[src/rtl/mem_arbiter.sv]
// Arbitrates one single-port, synchronous-read memory between instruction fetch and data access.
// Data wins ties; a bounded data streak forces an instruction grant so fetch cannot starve.
module mem_arbiter #(
  parameter int unsigned ADDR_W    = 32,
  parameter int unsigned DATA_W    = 32,
  parameter int unsigned MAX_BURST = 4
) (
  input  logic              clk,
  input  logic              rst,
  input  logic              i_req,
  input  logic [ADDR_W-1:0] i_addr,
  output logic [DATA_W-1:0] i_rdata,
  output logic              i_ready,
  input  logic              d_req,
  input  logic [3:0]        d_wen,
  input  logic [ADDR_W-1:0] d_addr,
  input  logic [DATA_W-1:0] d_wdata,
  output logic [DATA_W-1:0] d_rdata,
  output logic              d_ready,
  output logic              m_en,
  output logic [3:0]        m_wen,
  output logic [ADDR_W-1:0] m_addr,
  output logic [DATA_W-1:0] m_wdata,
  input  logic [DATA_W-1:0] m_rdata
);

  localparam int unsigned STREAK_W = (MAX_BURST < 1) ? 1 : $clog2(MAX_BURST + 1);
  localparam logic [STREAK_W-1:0] STREAK_MAX = STREAK_W'(MAX_BURST);

  typedef enum logic [1:0] {
    IDLE  = 2'd0,
    ISSUE = 2'd1,
    RESP  = 2'd2
  } state_t;

  typedef enum logic [1:0] {
    GNT_NONE = 2'd0,
    GNT_I    = 2'd1,
    GNT_D    = 2'd2
  } grant_t;

  state_t              state_q, state_d;
  grant_t              grant_q, grant_d;
  logic [STREAK_W-1:0] streak_q, streak_d;
  logic [ADDR_W-1:0]   addr_q, addr_d;
  logic [DATA_W-1:0]   wdata_q, wdata_d;
  logic                m_en_q, m_en_d;
  logic [3:0]          m_wen_q, m_wen_d;
  logic                i_ready_q, i_ready_d;
  logic                d_ready_q, d_ready_d;
  logic [DATA_W-1:0]   i_rdata_q, i_rdata_d;
  logic [DATA_W-1:0]   d_rdata_q, d_rdata_d;
  logic                pick_data_c;

  // Data wins unless fetch is waiting and the data streak has hit its limit.
  assign pick_data_c = d_req && (!i_req || (streak_q < STREAK_MAX));

  // State and output registers; async clear also kills an in-flight write strobe.
  always_ff @(posedge clk or negedge rst) begin
    if (!rst) begin
      state_q   <= IDLE;
      grant_q   <= GNT_NONE;
      streak_q  <= '0;
      addr_q    <= '0;
      wdata_q   <= '0;
      m_en_q    <= 1'b0;
      m_wen_q   <= 4'd0;
      i_ready_q <= 1'b0;
      d_ready_q <= 1'b0;
      i_rdata_q <= '0;
      d_rdata_q <= '0;
    end else begin
      state_q   <= state_d;
      grant_q   <= grant_d;
      streak_q  <= streak_d;
      addr_q    <= addr_d;
      wdata_q   <= wdata_d;
      m_en_q    <= m_en_d;
      m_wen_q   <= m_wen_d;
      i_ready_q <= i_ready_d;
      d_ready_q <= d_ready_d;
      i_rdata_q <= i_rdata_d;
      d_rdata_q <= d_rdata_d;
    end
  end

  // Next-state, arbitration and output decode.
  always_comb begin
    state_d   = state_q;
    grant_d   = grant_q;
    streak_d  = streak_q;
    addr_d    = addr_q;
    wdata_d   = wdata_q;
    m_en_d    = 1'b0;
    m_wen_d   = 4'd0;
    i_ready_d = 1'b0;
    d_ready_d = 1'b0;
    i_rdata_d = i_rdata_q;
    d_rdata_d = d_rdata_q;

    unique case (state_q)
      IDLE: begin
        if (i_req || d_req) begin
          m_en_d  = 1'b1;
          state_d = ISSUE;
          if (pick_data_c) begin
            grant_d  = GNT_D;
            addr_d   = d_addr;
            wdata_d  = d_wdata;
            m_wen_d  = d_wen;
            streak_d = i_req ? (streak_q + STREAK_W'(1)) : '0;
          end else begin
            grant_d  = GNT_I;
            addr_d   = i_addr;
            streak_d = '0;
          end
        end
      end
      ISSUE: begin
        i_ready_d = (grant_q == GNT_I);
        d_ready_d = (grant_q == GNT_D);
        state_d   = RESP;
      end
      RESP: begin
        if (grant_q == GNT_I) begin
          i_rdata_d = m_rdata;
        end
        if (grant_q == GNT_D) begin
          d_rdata_d = m_rdata;
        end
        grant_d = GNT_NONE;
        state_d = IDLE;
      end
      default: begin
        grant_d = GNT_NONE;
        state_d = IDLE;
      end
    endcase
  end

  assign m_en    = m_en_q;
  assign m_wen   = m_wen_q;
  assign m_addr  = addr_q;
  assign m_wdata = wdata_q;
  assign i_ready = i_ready_q;
  assign d_ready = d_ready_q;

  // Response data passes straight through during RESP, then holds the captured copy.
  assign i_rdata = ((state_q == RESP) && (grant_q == GNT_I)) ? m_rdata : i_rdata_q;
  assign d_rdata = ((state_q == RESP) && (grant_q == GNT_D)) ? m_rdata : d_rdata_q;

endmodule
[config.mk]
export PLATFORM = sky130hd
export DESIGN_NAME = mem_arbiter
export DESIGN_NICKNAME = d
export VERILOG_FILES = /design/src/rtl/mem_arbiter.sv
export SDC_FILE = /design/constraint.sdc
export NUM_CORES = 1
export LEC_CHECK = 0
export CAP_MARGIN = 20
export CORE_UTILIZATION = 44
export DETAILED_ROUTE_END_ITERATION = 6
export GPL_ROUTABILITY_DRIVEN = 1
export PLACE_DENSITY = 0.85
export SLEW_MARGIN = 10
export SYNTH_ARGS = -nofsm -noshare
export SYNTH_HDL_FRONTEND = slang
export SYNTH_SLANG_ARGS = --single-unit
[constraint.sdc]
create_clock -name clk -period 3.5 [get_ports clk]
set_clock_uncertainty 0.15 [all_clocks]
set_input_delay 0.7 -clock clk [delete_from_list [all_inputs] [get_ports clk]]
set_output_delay 0.7 -clock clk [all_outputs]
set_load 0.005 [all_outputs]
# --- After elaboration in Yosys (flattened, before gate mapping) ---
# Cells that the tools add are included.
word_totals:
  regBits: 142
  out_inout_bits: 135
classes:
  addsub: 1
  n_lt_le_gt_ge: 1
  eq_ne: 5
  mux: 17
  bitwise: 1
  reduce_logical: 12
ops:
  columns: ["operator", "n"]
  rows:
  - ["$mux 32", 3]
  - ["$mux 4", 3]
  - ["$pmux 2 s2", 2]
  - ["$reduce_and 2->1", 4]
  - ["$mux 2", 3]
  - ["$mux 3", 2]
  - ["$eq 2x1->1 const B", 2]
  - ["$eq 2x2->1 const B", 2]
  - ["$mux 1", 4]
  - ["$add 3x1->3 const B", 1]
  - ["$logic_and 1x1->1", 3]
  - ["$lt 3x3->1 const B", 1]
  - ["$reduce_and 3->1", 1]
  - ["$logic_not 2->1", 1]
  - ["$logic_or 1x1->1", 2]
  - ["$ne 2x2->1 const B", 1]
  - ["$logic_not 1->1", 1]
  - ["$not 1->1", 1]

# --- Logic depth before layout (Yosys ltp) ---
logic_depth:
  depth_word: 6
  depth_mapped: 6
  mapped_depth_nobuf: 4

# --- Worst setup path before layout ---
# OpenSTA, ideal clock, no wires.
synth_path:
  kind: "register to output"
  from: "reg state_q[0]"
  to: "out i_rdata[10]"
  arrival_time_ps: 1326
  setup_slack_ps: 1324
  stages_incl_launch_ff: 5
  path_cell_list: "dfrtp_1 -> nand2b_1 -> nor2_2 -> buf_4 -> mux2_2"
synth_via:
  elab_chain_len: 3
synth_rtl:
  columns: ["item", "line_no", "rtl"]
  rows:
  - ["from (decl)", "42", "state_t state_q, state_d;"]
  - ["from (signal assigned)", "73", "state_q <= state_d;"]
  - ["$eq 2x2->1", "149", "assign i_rdata = ((state_q == RESP) && (grant_q == GNT_I)) ? m_rdata : i_rdata_q;"]
  - ["$logic_and 1x1->1", "149", null]
  - ["$mux 32", "149", null]
  - ["to (decl)", "12", "output logic [DATA_W-1:0] i_rdata,"]
# No other way between the ends.

# --- Final worst setup path ---
layout_path:
  from: "reg state_q[0]"
  to: "out d_rdata[14]"
layout_via:
  elab_chain_len: 3
layout_rtl:
  columns: ["item", "line_no", "rtl"]
  rows:
  - ["$eq 2x2->1", "150", "assign d_rdata = ((state_q == RESP) && (grant_q == GNT_D)) ? m_rdata : d_rdata_q;"]
  - ["$logic_and 1x1->1", "150", null]
  - ["$mux 32", "150", null]
  - ["to (decl)", "18", "output logic [DATA_W-1:0] d_rdata,"]
# No other way between the ends.

==> out/qor.yml <==
clock_network:
  postCtsSetupRepairBufs: 0
  ctsHoldBuffers: 0
  h-tree-depth: 4
  cts_tree: "yes"
  root_buffer: "clkbuf_16"
  clockBufferDepth: 2
  numCtsBuffers: 17
  clkTransAtPathRegs_ns: 0.06
  numClockSinks: 142
  clock_latency_ns: 0.41
  cts-resized-gates: 0
power:
  irDropWorstVdd_mv: 0.347
  swShare_pct: 28.6
  combPwrFrac_pct: 44.7
  internal_power_mw: 5.73
  power_per_cell_area_nw_per_um2: 878
  clockPowerShare_pct: 20.6
  power_frac_seq_pct: 34.7
  leakagePower_nw: 3.97
  p_sw_mw: 2.29
worst_setup_path:
  cp-start-kind: "flop"
  path_cells: "nand2b_1, nor2_4, buf_4, mux2_2, clkdlybuf4s50_1"
  rr_worst_depth: 5
  crit_arrival_ns: 2.48
  crit_path_start: "state_q[0]"
  r2r_start: "state_q[0]"
  rr_endpoint: "m_wdata[19]"
  path_class: "reg -> out"
  r2r_slack_ns: 1.26
  cp_data_required_time_ns: 2.65
  slowest_delay_ns: 0.47
  endpoint_kind: "output port"
  cp_slowest_cell: "clkdlybuf4s50_1"
  crit_path_max_fanout: 32
sta:
  final-hold-violation-count: 0
  max_slew.worst_pin.slew_ns: 0.661
  post-route-period-util_pct: 95.2
  rsz0062_at_grt: "no"
  min_period_ns: 3.33
  max_freq_mhz: 300
  drv_slew: 0
  tns_ns: 0
  setup_violations: 0
  relSlewSlack_pct: 55.9
die:
  core-area_sq_um: 12700
  start_util_pct: 45.2
  die_area_sq_um: 13500
  die_y_microns: 116
  io_pins: 271
  die_w_microns: 116
  placementRows: 41
synth:
  synth_cell_types: 27
  syn-instance-count: 426
  ys_ff_latch: 142
  synth_compound_gate_area_share_pct: 7.55
  syn_area_per_cell_sq_um: 13.5
  synth.yosys.seq_area_share_pct: 62.0
  synth-main-ff-cell: "dfrtp_1"
  syn_nets: 563
  synth_top_family_by_area: "multiplexers"
  netlist_area_sq_um: 5730
  synth_mux_area_share_pct: 21.0
  yosys.area_share.adder_pct: 0.218
  synth-simple-area-share_pct: 6.16
  synth-edff-count: 0
  yosysWarningCount: 0
  ys_async_sr_fraction_pct: 100
  synth-xor-area-share_pct: 0
grt:
  overflow: 0
  grt_usage_pct: 24.0
  grt_first_pass_wirelength_microns: 24200
  antenna_found_initial: 0
  grt_pass1_vias: 4655
  grt_max_degree: 68
placement:
  dp_hpwl_microns: 11400
  place.gp.congestion: 0.806
  numPortBuffers: 270
detailed_routing:
  drt_iter0_drc: 264
  met3WireLength_microns: 1340
  topRoutingLayerUsed: "met4"
  num_vias: 4477
  drtAntennaViolNets: 0
  avgRoutedWirePerCell_microns: 18.1
  drc: 0
  routed-wl-met2_microns: 8310
  dr.pass1.iters: 4
  drt-total-wl_microns: 15900
  via_per_inst: 5.09
  met1_length_microns: 5850
finish:
  drive_gt1_share_pct: 18.4
  final_net_count: 833
  final_core_util_pct: 72.1
  syn_to_final_growth_pct: 59.3
  antenna_cells: 0
outcome:
  outcome: "completed"
run:
  max-cap-violations: 0
worst_hold_path:
  hp-class: "in -> async"
==> layout by cell type, fill, tap and decap left out, drive strengths merged, types with 2 or more instances in the layout <==
cell	count
a31oi	32
and3	4
clkdlybuf4s50	269
clkinv	6
clkbuf	22
nor2	6
a22o	2
mux2	97
inv	4
nand2b	5
dfrtp	142
buf	9
nand2	66
a21oi	33
==> synthesized netlist by cell type (4+ instances only) <==
cell,number,area share (%)
clkbuf_1,10,0.66
mux2_1,10,2.0
dfrtp_1,142,62
a21oi_1,33,2.9
buf_2,7,0.61
nand2_1,65,4.3
mux2_4,30,7.9
buf_4,7,0.92
mux2_2,57,11
and3_1,4,0.44
a31oi_1,32,3.5
nand2b_1,5,0.55
==> power by group through the flow <==
stage / Clock (mW) / Sequential, mW / Combinational [mW]
2_1_floorplan: 0 / 2.76 / 1.48
3_3_place_gp: 0 / 2.74 / 3.49
3_5_place_dp: 0 / 2.80 / 3.60
4_1_cts: 1.67 / 2.79 / 3.63
5_1_grt: 1.76 / 2.86 / 3.84
6_report: 1.65 / 2.78 / 3.59
==> stage by stage <==
step	setup WS, ns	hold slack (ns)	power, mW	std cells	instance area [sq um]
2_1_floorplan	1.32	0.254	4.23	426	5730
3_3_place_gp	0.672	0.314	6.23	849	8600
3_5_place_dp	0.582	0.321	6.40	849	8600
4_1_cts	0.133	0.101	8.09	879	9130
5_1_grt	0.0764	0.125	8.46	879	9130
6_report	0.167	0.0967	8.02	879	9130
==> area by class of cell <==
class	instances	area (sq um)
sequential	142	3550
fill	874	3540
timing repair buffer	278	2800
multi-input combinational	253	2010
clock buffer	22	464
tap	172	215
clock inverter	8	67.6
inverter	4	15.0
==> worst max path at each step <==
stage	cells after the start	end	slack, ns
floorplan	4	i_rdata[10]	1.32
detailed placement	5	d_rdata[10]	0.58
global placement	5	d_rdata[8]	0.67
global route	5	d_rdata[10]	0.08
CTS	5	d_rdata[10]	0.13
finish	5	d_rdata[14]	0.17
==> kinds of logic (layout without fill, tap and decap cells) <==
logic type      after synthesis  after routing
mux                          97             97
buf+inv                      31            312
fa+ha+maj                     1              1
simple gates                 83             83
flops                       142            142
compound gates               72             72
==> critical path: cells and delay by family, from the launching register on <==
kind          cells  cell delay, ns
flops             1            0.43
buf+inv           2            0.85
mux               1            0.41
simple gates      2            0.37
==> layer usage <==
metal	global-route usage, %	vias to the layer above
met3	7.58	33
met5	0	-
met4	12.0	0
met2	42.2	199
li1	-	2030
met1	26.3	2215
==> registers in the layout (all words and copies together) (netlist names) <==
signal / flops
state_q: 2
m_en: 1
i_ready: 1
m_wen: 4
grant_q: 2
d_rdata_q: 32
i_rdata_q: 32
d_ready: 1
m_addr: 32
streak_q: 3
m_wdata: 32
Note: power is estimated with default switching activity, not from simulation.
==> RTL edit (config.mk and constraints unchanged) <==
The parameter `DATA_W` goes from 32 to 48.
--- a/src/rtl/mem_arbiter.sv
+++ b/src/rtl/mem_arbiter.sv
@@ -2,7 +2,7 @@
 // Data wins ties; a bounded data streak forces an instruction grant so fetch cannot starve.
 module mem_arbiter #(
   parameter int unsigned ADDR_W    = 32,
-  parameter int unsigned DATA_W    = 32,
+  parameter int unsigned DATA_W    = 48,
   parameter int unsigned MAX_BURST = 4
 ) (
   input  logic              clk,
Ports: changed (5 resized); port bits go from 271 to 351. The function was not compared with the original's and may differ.
==> RTL edit against the unedited design <==
Power increased by 29%; design area grew 29%; area after synthesis up 30%; setup slack worse by 0.021 ns; sequential cell count increased by 48; routed wire length rose by 30%; sequential share of layout area is 1.4 points higher; largest cell class unchanged.
==> RTL edit: results (changes against the unedited design) <==
## Outcome
- **status** complete, no violations

## Power and ir drop
- **Max VDD drop** 0.478 mV, +38%
- **Pleak** 5.03 nW, +27%

## Drt
- **via count** 5535, +24%
- **iteration-0 DRC count of the detailed router** 159, -40%
- **number of vias per cell** 5.00, -1.9%
- **count of TritonRoute iterations in the first routing pass** 5, +1
- **wire length reported by the detailed router** 20600 microns, +30%

## Global routing
- **largest net degree at the start of global routing** 79, +16%
- **combined global-route utilization of all metal layers** 0.245, +0.00479
- **wire length of the first global-routing pass** 32900 microns, +36%
- **number of global-route vias before repair** 5948, +28%

## Layout
- **number of fillers in the final layout** 1157, +32%
- **Antenna Diode Count** 0, unchanged
- **fraction of layout instances using a drive strength above 1** 0.220, +0.0357
- **final net count** 1044, +25%

## Clocking
- **clock slew seen by the registers of the worst setup and hold paths** 0.08 ns, +0.02 ns
- **Post CTS Setup Buffer Count** 0, unchanged
- **number of buffers created by CTS** 17, unchanged
- **quantity of gates resized following cts** 0, unchanged

## Placement
- **standard cell area after detailed placement** 11200 sq um, +30%
- **Routability Congestion** 0.784, -2.7%
- **number of cells in the design after placement** 1076, +27%
- **half-perimeter wire length after detailed placement** 15100 microns, +32%
- **IO buf count** 350, +30%

## Yosys
- **number of storage elements in the synthesis netlist** 190, +34%
- **synthesized area per cell** 14.1 sq um, +4.8%
- **total number of yosys warnings** 0, unchanged
- **dominant cells by area after synthesis** dfrtp_1 (64%), mux2_2 (19%), mux2_4 (4.0%)
- **Distinct cells, synth** 24, -11%
- **top cell types by occurrence after synthesis** dfrtp_1 (190), mux2_2 (125), nand2_1 (66), a21oi_1 (33), a31oi_1 (32)
- **Seq/Total Area, Yosys** 0.639, +0.0187
- **Mapped Nets** 697, +24%

## Worst hold path
- **Tightest Hold Check Type** input port to asynchronous set/reset pin

## Timing
- **worst slew margin relative to its limit** 0.520, -0.0393

## Worst setup path
- **data arrival time of the critical path** 2.50 ns, +0.02 ns
- **number of cell instances on the worst register-to-register path** 4, -1
- **critical path peak fanout** 37, +16%

==> RTL edit: cell count changes in the layout (fill, tap and decap cells not counted), moves of 2 or more <==
cell	change
clkinv_2	-4
dfrtp_1	+48
mux2_2	+68
inv_6	+2
inv_8	+2
clkinvlp_4	+2
mux2_4	-10
mux2_1	-10
buf_4	+2
clkdlybuf4s50_1	+80
==> RTL edit: path summary, 6_finish.rpt <==
path                                                  end  slack [ns]
worst max-delay path                          i_rdata[35]        0.15
worst min-delay path            d_rdata_q[43]$_DFFE_PN0P_        0.16
worst max register to register      m_addr[1]$_DFFE_PN0P_        1.21
worst min register to register  i_rdata_q[25]$_DFFE_PN0P_        0.34
max in group asynchronous          grant_q[1]$_DFFE_PN0P_        2.11
min in group clk                i_rdata_q[25]$_DFFE_PN0P_        0.34
==> RTL edit: per-stage QoR <==
stage / setup slack, ns / hold WS [ns] / utilization
CTS: 0.0853 / 0.174 / 0.714
global placement: 0.584 / 0.328 / 0.678
floorplan: 1.21 / 0.254 / -
detailed placement: 0.546 / 0.333 / 0.678
global route: 0.0100 / 0.189 / 0.714
finish: 0.145 / 0.157 / 0.714
==> RTL edit: layout make-up <==
class	count	area, sq um	area share
sequential	190	4750	0.403
timing repair buffer	361	3640	0.309
multi-input combinational	301	2520	0.213
clock buffer	19	433	0.0367
tap	220	275	0.0233
clock inverter	13	158	0.0134
inverter	4	15.0	0.00127
==> RTL edit: kinds of logic after synthesis <==
| group | after synthesis | synth area share |
|---|---|---|
| multiplexers | 145 | 0.229 |
| AND/OR/NAND/NOR | 83 | 0.0461 |
| buffers and inverters | 37 | 0.0259 |
| adder cells (fa/ha/maj) | 1 | 0.00168 |
| flip-flops | 190 | 0.639 |
| AO/OA/AOI/OAI | 72 | 0.0582 |
==> RTL edit: routing by layer <==
layer	GRT usage	share of wire	wire, microns	vias up
met5	0	0	0	-
met4	0.0840	0.023	482	0
met3	0.0788	0.074	1520	33
met2	0.428	0.51	10600	244
met1	0.283	0.39	8030	2727
li1	-	-	-	2531
==> RTL edit: worst max-delay path: stages (launching register included) <==
cell,delay [ns]
dfrtp_1,0.43
nand2b_1,0.24
nor2_4,0.28
buf_12,0.27
mux2_2,0.40
clkdlybuf4s50_1,0.45
==> RTL edit: report_power, final <==
group	internal, mW	switching [mW]
registers	3.25	0.422
clock network	1.07	0.860
logic	3.06	1.69
total	7.39	2.97
